## config.mk

```make
export PLATFORM = sky130hd
export DESIGN_NAME = irq_pending_latch
export DESIGN_NICKNAME = d
export VERILOG_FILES = /design/src/rtl/irq_pending_latch.sv
export SDC_FILE = /design/constraint.sdc
export NUM_CORES = 1
export LEC_CHECK = 0
export ABC_CLOCK_PERIOD_IN_PS = 3300
export CORE_MARGIN = 5
export CORE_UTILIZATION = 43
export DETAILED_ROUTE_END_ITERATION = 12
export HOLD_SLACK_MARGIN = 0.08
export PLACE_DENSITY = 0.77
export SLEW_MARGIN = 10
export SYNTH_ARGS = -nofsm -noshare
export SYNTH_HDL_FRONTEND = slang
export SYNTH_SLANG_ARGS = --single-unit
```

## constraint.sdc

```tcl
create_clock -name clk -period 3.3 [get_ports clk]
set_input_delay 0.99 -clock clk [delete_from_list [all_inputs] [get_ports clk]]
set_output_delay 0.99 -clock clk [all_outputs]
set_load 0.02 [all_outputs]
```

## src/rtl/irq_pending_latch.sv

```systemverilog
// irq_pending_latch
// Request-capture stage in front of the 8-to-3 priority encoder. Rising edges on
// the raw request lines are held in a pending register until the encoder's index
// comes back through the ack handshake. The encoder sees pending & mask.
// Lines that re-fire while still pending set a sticky per-line overflow flag.
//
// Optional build macro IRQ_SYNC_EN: when defined, req passes through a 2-flop
// synchronizer (reset value all ones) before edge detection. Capture latency is
// then 3 clocks instead of 1. When undefined, req must be synchronous to clk.

module irq_pending_latch #(
  parameter int unsigned N    = 8,
  parameter int unsigned IDXW = 3
) (
  input  logic            clk,
  input  logic            rst_n,
  input  logic            en,
  input  logic [N-1:0]    req,
  input  logic [N-1:0]    mask,
  input  logic            ack_valid,
  input  logic [IDXW-1:0] ack_idx,
  output logic [N-1:0]    pend_o,
  output logic            irq_o,
  output logic [N-1:0]    ovf_o,
  output logic            ack_err_o
);

  logic [N-1:0] req_s;      // request lines as seen by the edge detector
  logic [N-1:0] req_q;      // previous sample of req_s
  logic [N-1:0] edge_v;     // rising edges this cycle
  logic [N-1:0] set_v;      // edges that are allowed to capture
  logic [N-1:0] pending;
  logic [N-1:0] ovf;
  logic [N-1:0] ack_hit;    // one-hot decode of ack_idx (zero if out of range)
  logic [N-1:0] ack_clr;    // lines actually cleared by this ack
  logic         ack_ok;
  logic         ack_err;
  logic [N-1:0] pending_nxt;
  logic [N-1:0] ovf_nxt;

`ifdef IRQ_SYNC_EN
  logic [N-1:0] sync_1;
  logic [N-1:0] sync_2;

  // Two-flop synchronizer; resets high so lines held high at release stay quiet
  always_ff @(posedge clk or negedge rst_n) begin
    if (!rst_n) begin
      sync_1 <= '1;
      sync_2 <= '1;
    end else begin
      sync_1 <= req;
      sync_2 <= sync_1;
    end
  end

  assign req_s = sync_2;
`else
  assign req_s = req;
`endif

  // Previous-sample register; tracks every cycle regardless of en
  always_ff @(posedge clk or negedge rst_n) begin
    if (!rst_n) begin
      req_q <= '1;
    end else begin
      req_q <= req_s;
    end
  end

  assign edge_v = req_s & ~req_q;
  assign set_v  = en ? edge_v : '0;

  // Decode the ack index; indices at or above N match no line
  always_comb begin
    ack_hit = '0;
    for (int unsigned i = 0; i < N; i++) begin
      ack_hit[i] = ack_valid && (32'(ack_idx) == i);
    end
  end

  // An ack is accepted only when it names a line that is currently pending
  assign ack_ok  = |(ack_hit & pending);
  assign ack_clr = ack_ok ? ack_hit : '0;
  assign ack_err = ack_valid && !ack_ok;

  // Next-state: set wins over a same-cycle ack, and an acked line cannot overflow
  always_comb begin
    pending_nxt = (pending & ~ack_clr) | set_v;
    ovf_nxt     = (ovf & ~ack_clr) | (set_v & pending & ~ack_clr);
  end

  // Pending, overflow and ack-error state
  always_ff @(posedge clk or negedge rst_n) begin
    if (!rst_n) begin
      pending   <= '0;
      ovf       <= '0;
      ack_err_o <= 1'b0;
    end else begin
      pending   <= pending_nxt;
      ovf       <= ovf_nxt;
      ack_err_o <= ack_err;
    end
  end

  // Masking is purely combinational so a mask change shows in the same cycle
  always_comb begin
    pend_o = pending & mask;
    irq_o  = |pend_o;
    ovf_o  = ovf;
  end

endmodule

```

==> results of run 1 <==
## cells by family (layout without fill, tap and decap cells)
logic type | count (synthesis) | count (layout)
flip-flops | 25 | 25
AO/OA/AOI/OAI | 29 | 29
buffers and inverters | 14 | 57
AND/OR/NAND/NOR | 49 | 49
## routing by layer
metal / vias to the layer above / track usage
li1: 503 / -
met1: 475 / 0.2048
met2: 46 / 0.2765
met3: 4 / 0.04193
met4: 0 / 0.05152
met5: - / 0
## state kept, by name (all words and copies together), names as in the netlist
register,flops
req_q,8
pending,8
ack_err_o,1
ovf_o,8
## power groups by stage
stage                     Sequential, W  Combinational [W]  Clock [W]
after floorplan                0.000430          0.0000955          0
after global routing           0.000409           0.000302   0.000153
after detailed placement       0.000405           0.000272          0
final                          0.000400           0.000277   0.000132
after CTS                      0.000400           0.000278   0.000136
after global placement         0.000401           0.000267          0
## through the flow
step	setup WS (ns)	area, sq um	utilization	total power (W)
5_1_grt	-0.01820	1623	0.6491	0.0008635
4_1_cts	0.0008373	1619	0.6476	0.0008145
3_5_place_dp	-0.7757	1589	0.6356	0.0006771
2_1_floorplan	0.05360	1140	-	0.0005257
3_3_place_gp	-0.7454	1589	0.6356	0.0006686
6_report	0.003664	1623	0.6491	0.0008096
## worst paths after layout
path	end	slack, ns	cells past startpoint
max in group asynchronous	req_q[2]	1.99	2
min in group asynchronous	ovf_o[3]	1.01	2
worst min register to register	pending[6]	0.55	1
worst max-delay path	irq_o	0.004	5
worst min-delay path	pending[6]	0.55	1
worst max register to register	ack_err_o	2.01	3
## area by class of cell
cell class | instances | area share
Timing Repair Buffer | 44 | 0.2591
Multi-Input combinational cell | 78 | 0.2891
Tap cell | 30 | 0.02313
Inverter | 9 | 0.02082
Clock buffer | 4 | 0.01619
Sequential cell | 25 | 0.3917
## cell usage in the layout, fill, tap and decap left out, types with 3 or more instances in the layout
cell type         n
inv_1             9
clkbuf_4          3
clkdlybuf4s50_1  33
nand2b_1          5
nand3_1           9
buf_4             4
and2_1            3
dfrtp_1          17
and2_4            5
nand2_1          12
o21ai_0           7
a41oi_1           9
dfstp_2           8
nor2_1            7
a21oi_1           9
## critical path: cells and delay by family
kind	cells	cell delay [ns]
buffers and inverters	2	0.24
and+or+nand+nor	3	1.08
## repair_timing
item | 4_1_cts | 5_1_grt
gates resized for setup | 26 | 1
buffers inserted | 0 | 0
hold endpoints to repair | 0 | 0
setup endpoints to repair | 1 | 1
pin swaps | 3 | 0
==> metrics, run 1 <==
status=finished, final reports clean; layout cells sized above 1=0.1750; sequential share of power=0.494; Final Non-Filler Cells=190; std cell rows=18; GR Overflow Total=0; maximum clock rate=303.4 MHz; P_sw=0.0002578 W; RePlAce Congestion=0.8596; largest family of logic cells by synthesized area=simple AND/OR/NAND/NOR gates; Critical Path Source Type=input port; Synth area leaders=dfrtp_1, dfstp_2, a41oi_1, a21oi_1, nand3_1; routed vias/inst=5.411; Root Buffer=clkbuf_4; FF/Latch Area=635.6 sq um; Total Neg Setup Slack=0 ns; top cells by count, synth=dfrtp_1, nand2_1; critical path type=input port to primary output; Synth Register Bits=25; drc violations=0; clock skew=0.009979 ns; H-tree depth=1; Synth Flop Type=dfrtp_1; CP peak stage delay=0.51 ns; yosys warns=0; worst rel slew slack=0.6091; PD cells=498.9 nW/um^2; beginning of the critical path=mask[1]; Yosys cell types=22; worst-margin pin slew=0.5845 ns; CTS sink cnt=25; Clock Power Share=0.164; internal power=0.0005518 W; Cells after DPL=186; ys async rst share=1.000; Chip Height=61.49 um; Nets=184; DRT iter0 DRCs=16; total track usage=0.1637; M1 WL=1137 um; worst reg2reg path startpoint=pending[0]; Peak supply drop=0.0003429 V; Core Area=2500 sq um; crit path max-delay cell type=or4_4; Die Wd=61.49 um; cts hold-fix bufs=0; Compound-Gate Fraction of Synth Area=0.1658; WL met2=1348 um; min-delay src=req_q[6]; Seq/Total Area, Yosys=0.5576; endpoint class of the critical path=primary output; most common cell in the netlist=dfrtp_1; Inserted Clock Buffers=3; CP Max Fanout=2; TritonCTS clock tree=built; sw frac=0.3184; XOR/XNOR share of the synthesized area=0; adder-cell share of the synthesized area=0; Area growth syn-to-layout=42.37%; Top Metal Used=met4; final setup vio count=0; RSZ-0062 raised after global routing=true; Tcrit/Tclk final=0.9989; Ant. Diodes=0; hold slack=0.5467 ns; antenna viol nets, final=0; static leakage=0.6727 nW; Met3 Wirelength=272 um; combinational share of power=0.342; max_cap viols=0; Die ar.=3780 sq um; Final Max Slew Viols=0; # IOs=41; Synth Area in Simple Gates=0.2305; HP Class=flip-flop to flip-flop; Clock Latency Late Sink=0.31 ns; initial antenna violation count=0; Port-buffer cells=40; Syn Area/Cell=9.742 sq um; total wire length=2778 um; largest net degree at the start of global routing=26; first-pass GRT wire length=4588 um; CP Data Required Time=2.31 ns; filler instances=231; Wirelength per Cell=14.62 um; Synth area leader=dfrtp_1; initial core utilization=0.4560; area of the multi-input gates=469.2 sq um; number of global-route vias before repair=1011; TritonRoute pass-1 iters=4; EDFF count, synth=0; Synth top area share=0.3732; Final Hold Vio Count=0; HPWL Detailed=2121 um; minimum clock period=3.296 ns; Reg clk slew, reported paths=0.12 ns; mux contribution to synthesized area=0; vias after detailed routing=1028; Post-Syn Area=1140 sq um; worst path cell trace=buf_6, and2_4, or4_4, or4_4, buf_6; Post-Syn Nets=140; Post-Syn Instances=117; CP Data Arrival Time=2.31 ns; worst-case clock buffer depth=2
(Power assumes the default switching activity.)
==> run 2: changes to the inputs <==
--- a/config.mk
+++ b/config.mk
@@ -9,7 +9,6 @@
 export CORE_MARGIN = 5
 export CORE_UTILIZATION = 43
 export DETAILED_ROUTE_END_ITERATION = 12
-export HOLD_SLACK_MARGIN = 0.08
 export PLACE_DENSITY = 0.77
 export SLEW_MARGIN = 10
 export SYNTH_ARGS = -nofsm -noshare
==> results of run 2 <==
Final layout, timing and power as in run 1 (identical DEF).
==> run 3: changes to the inputs <==
--- a/config.mk
+++ b/config.mk
@@ -6,6 +6,7 @@
 export NUM_CORES = 1
 export LEC_CHECK = 0
 export ABC_CLOCK_PERIOD_IN_PS = 3300
+export CAP_MARGIN = 20
 export CORE_MARGIN = 5
 export CORE_UTILIZATION = 43
 export DETAILED_ROUTE_END_ITERATION = 12
==> results of run 3 <==
Final layout, timing and power as in run 1 (identical DEF).
